File: src/rtl/store_sequencer_pkg.sv
// Shared definitions for the store sequencer: store kinds, FSM states and
// the alignment rule that decides whether a request is legal.
package store_sequencer_pkg;

    // store_ctrl encoding as presented by the control unit.
    typedef enum logic [1:0] {
        ST_WORD = 2'b00,
        ST_BYTE = 2'b01,
        ST_HALF = 2'b10,
        ST_ILL  = 2'b11
    } store_ctrl_e;

    // Sequencer states, 3-bit binary.
    typedef enum logic [2:0] {
        S_IDLE  = 3'd0,
        S_CHECK = 3'd1,
        S_READ  = 3'd2,
        S_WAIT  = 3'd3,
        S_WRITE = 3'd4,
        S_DONE  = 3'd5,
        S_ERR   = 3'd6
    } state_e;

    // Wide enough for the largest supported read latency (7).
    localparam int CNT_W = 3;

    // A request is rejected for an illegal kind or a misaligned address.
    function automatic logic store_illegal(input logic [1:0] ctrl, input logic [1:0] lane);
        case (ctrl)
            ST_WORD: return lane != 2'b00;
            ST_HALF: return lane[0];
            ST_BYTE: return 1'b0;
            default: return 1'b1;
        endcase
    endfunction

endpackage

File: src/rtl/store_merge.sv
// Combinational lane merge: drops the store data into the addressed lane of
// the word read back from memory, leaving every other bit untouched.
module store_merge
    import store_sequencer_pkg::*;
(
    input  logic [31:0] rdata,
    input  logic [31:0] wdata,
    input  logic [1:0]  store_ctrl,
    input  logic [1:0]  lane,
    output logic [31:0] merged
);

    // Start from the read word and overwrite only the selected lane.
    always_comb begin
        merged = rdata;
        case (store_ctrl)
            ST_WORD: merged = wdata;
            ST_BYTE: begin
                case (lane)
                    2'd0:    merged[7:0]   = wdata[7:0];
                    2'd1:    merged[15:8]  = wdata[7:0];
                    2'd2:    merged[23:16] = wdata[7:0];
                    default: merged[31:24] = wdata[7:0];
                endcase
            end
            ST_HALF: begin
                if (lane[1]) merged[31:16] = wdata[15:0];
                else         merged[15:0]  = wdata[15:0];
            end
            default: merged = rdata;
        endcase
    end

endmodule

File: src/rtl/store_sequencer.sv
// Multicycle store controller between the control-unit handshake and the
// data memory port. Words are written directly; bytes and halfwords go
// through a read-modify-write of the containing word. Every output is a flop
// loaded from the decode of the next state, so strobes line up with states.
module store_sequencer
    import store_sequencer_pkg::*;
#(
    parameter int ADDR_W     = 32,
    parameter int MEM_RD_LAT = 1
) (
    input  logic              clk,
    input  logic              rst_n,
    input  logic              start,
    input  logic [1:0]        store_ctrl,
    input  logic [ADDR_W-1:0] addr,
    input  logic [31:0]       wdata,
    output logic              busy,
    output logic              done,
    output logic              err,
    output logic [ADDR_W-1:0] mem_addr,
    output logic              mem_rd,
    output logic              mem_wr,
    output logic [31:0]       mem_wdata,
    input  logic [31:0]       mem_rdata
);

    state_e             state_q, state_d;
    logic [1:0]         ctrl_q, ctrl_d;
    logic [ADDR_W-1:0]  addr_q, addr_d;
    logic [31:0]        wdata_q, wdata_d;
    logic [31:0]        rdata_q, rdata_d;
    logic [CNT_W-1:0]   cnt_q, cnt_d;

    logic               busy_q, busy_d;
    logic               done_q, done_d;
    logic               err_q, err_d;
    logic [ADDR_W-1:0]  mem_addr_q, mem_addr_d;
    logic               mem_rd_q, mem_rd_d;
    logic               mem_wr_q, mem_wr_d;
    logic [31:0]        mem_wdata_q, mem_wdata_d;

    logic [31:0]        merge_rdata;
    logic [31:0]        merged;

    // On the WAIT->WRITE step the word is being captured this very cycle, so
    // merge straight from the memory bus instead of the not-yet-loaded rdata_q.
    assign merge_rdata = (state_q == S_WAIT) ? mem_rdata : rdata_q;

    store_merge u_merge (
        .rdata      (merge_rdata),
        .wdata      (wdata_q),
        .store_ctrl (ctrl_q),
        .lane       (addr_q[1:0]),
        .merged     (merged)
    );

    // Next-state, request capture, latency counter and registered outputs.
    always_comb begin
        // NOTE: every _d starts at its hold value so no branch can infer a latch.
        state_d = state_q;
        ctrl_d  = ctrl_q;
        addr_d  = addr_q;
        wdata_d = wdata_q;
        rdata_d = rdata_q;
        cnt_d   = cnt_q;

        case (state_q)
            S_IDLE: begin
                if (start) begin
                    ctrl_d  = store_ctrl;
                    addr_d  = addr;
                    wdata_d = wdata;
                    state_d = S_CHECK;
                end
            end
            S_CHECK: begin
                if (store_illegal(ctrl_q, addr_q[1:0])) state_d = S_ERR;
                else if (ctrl_q == ST_WORD)             state_d = S_WRITE;
                else                                    state_d = S_READ;
            end
            S_READ: begin
                cnt_d   = CNT_W'(MEM_RD_LAT);
                state_d = S_WAIT;
            end
            S_WAIT: begin
                if (cnt_q == CNT_W'(1)) begin
                    rdata_d = mem_rdata;
                    state_d = S_WRITE;
                end else begin
                    cnt_d = cnt_q - CNT_W'(1);
                end
            end
            S_WRITE: state_d = S_DONE;
            S_DONE:  state_d = S_IDLE;
            S_ERR:   state_d = S_IDLE;
            default: state_d = S_IDLE;
        endcase

        busy_d      = (state_d != S_IDLE);
        done_d      = (state_d == S_DONE) || (state_d == S_ERR);
        err_d       = (state_d == S_ERR);
        mem_rd_d    = (state_d == S_READ);
        mem_wr_d    = (state_d == S_WRITE);
        mem_addr_d  = {addr_d[ADDR_W-1:2], 2'b00};
        mem_wdata_d = (state_d == S_WRITE) ? merged : mem_wdata_q;
    end

    // State and output registers; reset clears everything so an aborted
    // read-modify-write can never emit its write.
    always_ff @(posedge clk or negedge rst_n) begin
        // NOTE: non-blocking assignments so every flop samples pre-edge values.
        if (!rst_n) begin
            state_q     <= S_IDLE;
            ctrl_q      <= 2'b00;
            addr_q      <= '0;
            wdata_q     <= '0;
            rdata_q     <= '0;
            cnt_q       <= '0;
            busy_q      <= 1'b0;
            done_q      <= 1'b0;
            err_q       <= 1'b0;
            mem_addr_q  <= '0;
            mem_rd_q    <= 1'b0;
            mem_wr_q    <= 1'b0;
            mem_wdata_q <= '0;
        end else begin
            state_q     <= state_d;
            ctrl_q      <= ctrl_d;
            addr_q      <= addr_d;
            wdata_q     <= wdata_d;
            rdata_q     <= rdata_d;
            cnt_q       <= cnt_d;
            busy_q      <= busy_d;
            done_q      <= done_d;
            err_q       <= err_d;
            mem_addr_q  <= mem_addr_d;
            mem_rd_q    <= mem_rd_d;
            mem_wr_q    <= mem_wr_d;
            mem_wdata_q <= mem_wdata_d;
        end
    end

    assign busy      = busy_q;
    assign done      = done_q;
    assign err       = err_q;
    assign mem_addr  = mem_addr_q;
    assign mem_rd    = mem_rd_q;
    assign mem_wr    = mem_wr_q;
    assign mem_wdata = mem_wdata_q;

endmodule
File: config.mk
export PLATFORM = sky130hd
export DESIGN_NAME = store_sequencer
export DESIGN_NICKNAME = d
export VERILOG_FILES = /design/src/rtl/store_sequencer_pkg.sv /design/src/rtl/store_merge.sv /design/src/rtl/store_sequencer.sv
export SDC_FILE = /design/constraint.sdc
export NUM_CORES = 1
export LEC_CHECK = 0
export CAP_MARGIN = 20
export CORE_AREA = 2 2 146 148
export CTS_BUF_LIST = sky130_fd_sc_hd__clkbuf_8
export DETAILED_ROUTE_END_ITERATION = 12
export DIE_AREA = 0 0 148 150
export GPL_ROUTABILITY_DRIVEN = 0
export PLACE_DENSITY_LB_ADDON = 0.05
export SYNTH_ARGS = -nofsm -noshare
export SYNTH_HDL_FRONTEND = slang
export SYNTH_SLANG_ARGS = --single-unit
File: constraint.sdc
create_clock -name clk -period 4.55 [get_ports clk]
set_input_delay 0.6825 -clock clk [delete_from_list [all_inputs] [get_ports clk]]
set_output_delay 0.6825 -clock clk [all_outputs]
set_load 0.01 [all_outputs]
==> metrics.txt, run 1 <==
setup violators final 0; R2R depth 6; hold_buf cts 0; Tmin final 2.72 ns; status completed; count leader, synth dfrtp_1; Register Area around 3500 sq um; register bit count reported by yosys roughly 140; final wirelength approximately 17000 microns; worst path required time ~5 ns; Achievable Freq 368 MHz; HPWL after DPL 12300 microns; Setup Skew 0.0107 ns; Root Driver clkbuf_8; Avg Cell Area, Syn about 12 sq um; Flop pwr share approximately two fifths; die height 150 microns; Cells after Synth 558; Relative slew margins 38.2%; top_reg_cell synth dfrtp_1; FP Rows 53; Fin. Hold Viols 0; footprint of the multi-input gates 2730 sq um; most frequent cells after synthesis dfrtp_1 (141), mux2_2 (104), nand2_1 (48), o21ai_0 (35), buf_4 (34); Final TNS setup 0 ns; Post-Place Worst Slack 1.73 ns; Worst-Margin Slew roughly 0.9 ns; Port Buffer Count 167; Ant. Diodes 0; fin crit share roughly three fifths; PostCTS Resize Cnt 0; RSZ-0062 raised after global routing no; Post-Syn Area 6720 sq um; number of global-route vias before repair 4922; First-pass DRT Iterations 5; core area 20700 sq um; Pins Over Slew Limit 0; gr usage total 16.4%; CTS tree yes; vias per cell 4.78; CP Capture Type flop; Final nets 789; Critical path origin ctrl_q[1]; die area 22200 sq um; H-tree Lvls 4; total grt overflow 0; sequential area share after synthesis a little over half; Pwr Density 708 nW/um^2; fillers 2015; Layout area overhead 30.9%; number of clock buffers inserted by TritonCTS 17; Worst IR Drop VDD 0.000227 V; EDFF count, synth 0; reg2reg start ctrl_q[1]; post-route ant nets 0; top cells by area, synth dfrtp_1 (53%), mux2_2 (17%), buf_4 (3.8%); largest fanout on the critical path 49; Clock power frac about 17%; HP Class input port to asynchronous set/reset pin; YS warnings 0; Avg WL per Cell about 18 microns; clk buf depth 2; Clock Sinks around 140; Starting Density between 30 and 40%; Logic pwr share 44.8%; largest net degree at the start of global routing ~120; Async SR Flop Fraction 100%; Vias 4653; final setup margin 1.83 ns; cell-internal power between 3 and 4 mW; Critical Path Start Type flop; total of max-cap violations 0; Initial DRC Count between 200 and 250; initial antenna violation count 0; DIE WIDTH 148 microns; IO Count 170; first-pass GRT wire length 27700 microns; clk_lat worst skew around 0.45 ns; fraction of layout cells with a size suffix above 1 23.9%; CP Class flop to flop; crit path DAT 3.05 ns; switching share of total power ~37%; post-CTS setup repair buffer count 0; clock slew at reported path FFs 0.08 ns; Synth area leader dfrtp_1; P_sw 2.27 mW; post-synth top area share a little over half; Leakage 3.69 nW; Synth cell types 45; DRC Markers 0
## cell usage in the layout, fill, tap and decap left out, types with 10 or more instances in the layout
cell               n
a211oi_1          10
a21oi_1           20
clkbuf_8          17
clkdlybuf4s50_1  166
dfrtp_1          141
mux2_2           104
mux2i_1           24
nand2_1           48
nand3_1           16
o21ai_0           35
## stage by stage
stage / hold WS [ns] / instances / area, sq um / utilization, % / power (mW)
3_5_place_dp: 0.475 / 941 / 8360 / 40.4 / 5.26
5_1_grt: 0.205 / 973 / 8800 / 42.5 / 6.71
3_3_place_gp: 0.473 / 941 / 8360 / 40.4 / 5.19
2_1_floorplan: 0.387 / 559 / 6720 / - / 4.30
6_report: 0.183 / 973 / 8800 / 42.5 / 6.22
4_1_cts: 0.445 / 972 / 8770 / 42.4 / 6.34
## logic make-up (layout without fill, tap and decap cells)
kind of cell / after synthesis / in the layout / share of synthesized area, %
DFF: 141 / 141 / 52.5
other: 1 / 2 / 0.0558
adders and majority gates: 2 / 2 / 0.372
muxes: 136 / 136 / 22.8
AOI/OAI and AO/OA: 95 / 95 / 9.57
and+or+nand+nor: 106 / 106 / 7.56
buffers and inverters: 77 / 216 / 7.13
## path summary, 6_finish.rpt
kind,endpoint,slack (ns)
setup / recovery,mem_wdata[1],1.83
hold / removal,mem_addr[26],0.18
setup reg to reg,mem_wdata[1],1.83
hold reg to reg,mem_wdata[25],0.49
max in group asynchronous,mem_wdata[24],3.27
min in group clk,mem_wdata[25],0.49
## power by group through the flow
stage	clock (mW)	sequential [mW]	combinational (mW)
CTS	1.08	2.41	2.84
global placement	0	2.42	2.77
floorplan	0	2.20	2.09
detailed placement	0	2.44	2.83
global route	1.14	2.50	3.06
finish	1.04	2.40	2.79
## sequential cells by signal (all words and copies together) (netlist names)
register	flops
rdata_q	32
addr_q	2
mem_wr	1
busy	1
wdata_q	32
done	1
mem_rd	1
state_q	3
ctrl_q	2
mem_wdata	32
mem_addr	30
err	1
cnt_q	3
## cell type report
type / instances / area share (%)
Sequential cell: 141 / 40.1
Multi-Input combinational cell: 341 / 31.0
Timing Repair Buffer: 175 / 19.9
Tap cell: 275 / 3.91
Clock buffer: 17 / 2.66
Clock inverter: 14 / 1.93
Inverter: 10 / 0.455
## critical path: stages (launching register included)
cell       delay, ns
dfrtp_1         0.87
or3b_1          0.41
and3_4          0.20
o2111ai_4       0.18
buf_4           0.43
inv_4           0.16
mux2_4          0.33
## layer usage
layer | routed length, microns | GRT usage (%)
met5 | 0 | 0
met4 | 394 | 5.71
met3 | 914 | 4.54
met2 | 8660 | 27.1
met1 | 7430 | 20.7
(Power assumes the default switching activity.)
==> run 2, diff against run 1 <==
Clock period 4.55 ns to 2.45 ns, I/O delays scaled along.
==> metrics.txt, run 2 (synthesis gave the netlist of run 1 again) <==
reg2reg start ctrl_q[1]; gr usage total 16.7% (+0.26 points); Pins Over Slew Limit 0 (unchanged); fraction of layout cells with a size suffix above 1 24.6% (+0.65 points); most frequent cells in the layout clkdlybuf4s50_1 (166), dfrtp_1 (141), mux2_2 (104); final wirelength 17700 microns (+2.0%); R2R Path End mem_wdata[11]; clk buf depth 2 (unchanged); Layout area overhead 33.5%; Avg WL per Cell 18.1 microns (+1.0%); PostCTS Resize Cnt 0 (unchanged); setup violators final 0 (unchanged); Overall Power 12.0 mW (+93%); First-pass DRT Iterations 5 (unchanged); HP Class input port to asynchronous set/reset pin; die height 150 microns (unchanged); Clock Sinks 141 (unchanged); DR WL met2 8900 microns (+2.8%); clk_lat worst skew 0.44 ns (about the same); WL met3 706 microns (-23%); core area 20700 sq um (unchanged); CP Class flop to flop; Fin. Hold Viols 0 (unchanged); Setup Skew 0.0119 ns (+0.00121 ns); Achievable Freq 474 MHz (+29%); post-CTS setup repair buffer count 0 (unchanged); hold_buf cts 1 (+1); Critical Path Start Type flop; Worst-Margin Slew 0.787 ns (-0.137 ns); DRC Markers 0 (unchanged); CP Capture Type flop; CTS tree yes; post-route ant nets 0 (unchanged); clock slew at reported path FFs 0.08 ns (about the same); met1 WL 7900 microns (+6.3%); Leakage 3.81 nW (+3.1%); initial antenna violation count 0 (unchanged); worst path required time 2.74 ns (-2.15 ns); total of max-cap violations 0 (unchanged); Tmin final 2.11 ns (-0.607 ns); DIE WIDTH 148 microns (unchanged); Final nets 798 (+1.1%); Critical path origin ctrl_q[1]; Ant. Diodes 0 (unchanged); number of clock buffers inserted by TritonCTS 17 (unchanged); HPWL after DPL 12600 microns (+2.0%); Port Buffer Count 167 (unchanged); Post-Place Cells 950 (+0.96%); Vias 4715 (+1.3%); fin crit share 86.1% (+26 points); crit path DAT 2.40 ns (-0.65 ns); footprint of the multi-input gates 2730 sq um (unchanged); vias per cell 4.80 (+0.30%); RSZ-0062 raised after global routing no; number of global-route vias before repair 5020 (+2.0%); largest net degree at the start of global routing 62 (-47%); Initial DRC Count 237 (+16%); Starting Density 32.5% (unchanged); commonest non-fill, non-tap cell in the layout clkdlybuf4s50_1; fillers 2003 (-0.60%); Worst IR Drop VDD 0.000492 V (+120%); die area 22200 sq um (unchanged); Post-Layout Cell Count 983 (+1.0%); Register Area 3530 sq um (unchanged); first-pass GRT wire length 28000 microns (+1.3%); FP Rows 53 (unchanged); IO Count 170 (unchanged); H-tree Lvls 4 (unchanged); total grt overflow 0 (unchanged); Critical Path End mem_wdata[11]; status completed; Top Layer Used met4; r2r setup slk 0.34 ns (-1.49 ns); Relative slew margins 47.6% (+9.3 points); Final TNS setup 0 ns (unchanged); largest fanout on the critical path 48 (-2.0%); Pwr Density 1340 nW/um^2 (+89%); R2R depth 5 (-1); Root Driver clkbuf_8
## run 2: cell count changes in the layout (fill, tap and decap cells not counted), moves of 2 or more
cell and change:
inv_1 +2, buf_12 +5, inv_6 -2, clkinv_4 +2, clkbuf_8 +3, buf_4 +4, bufinv_16 +2, clkinvlp_4 -6
## run 2: where the power goes
part | switching (mW) | internal, mW | leakage, nW
Combinational | 2.43 | 3.03 | 1.84
Clock | 0.905 | 1.29 | 0.241
Sequential | 0.908 | 3.45 | 1.72
## run 2: layout make-up
| class | count | share of cell area [%] |
|---|---|---|
| sequential | 141 | 39.3 |
| inverter | 10 | 0.446 |
| clock buffer | 20 | 3.07 |
| tap | 275 | 3.83 |
| clock inverter | 12 | 2.15 |
| multi-input combinational | 341 | 30.4 |
| timing repair buffer | 184 | 20.8 |
## run 2: metal layers
layer	up-vias	global-route usage, %
li1	2231	-
met1	2359	21.2
met2	112	28.3
met3	13	4.12
met4	0	4.76
met5	-	0
## run 2: metrics by stage
stage          setup WS [ns]  cell area, sq um  hold WS [ns]  util, %
2_1_floorplan          0.596              6720        0.0719        -
3_5_place_dp           0.160              8490         0.397     41.1
5_1_grt                0.161              8970         0.499     43.4
4_1_cts                0.355              8970         0.464     43.4
3_3_place_gp           0.237              8490         0.386     41.1
6_report               0.342              8970         0.464     43.4
## run 2: critical path: stages (launching register included)
cell	delay (ns)
dfrtp_1	0.49
or3b_1	0.38
and3_4	0.20
o2111ai_4	0.26
buf_4	0.44
o21ai_0	0.18
## run 2: worst min-delay path by stage
| stage | startpoint | slack, ns | depth (start not counted) | to |
|---|---|---|---|---|
| 6_report | rst_n | 0.46 | 2 | mem_addr[27] |
| 5_1_grt | wdata[12] | 0.50 | 2 | wdata_q[12] |
| 4_1_cts | addr[1] | 0.46 | 3 | addr_q[1] |
| 3_5_place_dp | rst_n | 0.40 | 1 | mem_addr[29] |
| 3_3_place_gp | rst_n | 0.39 | 1 | mem_addr[29] |
| 2_1_floorplan | rst_n | 0.07 | 0 | addr_q[0] |
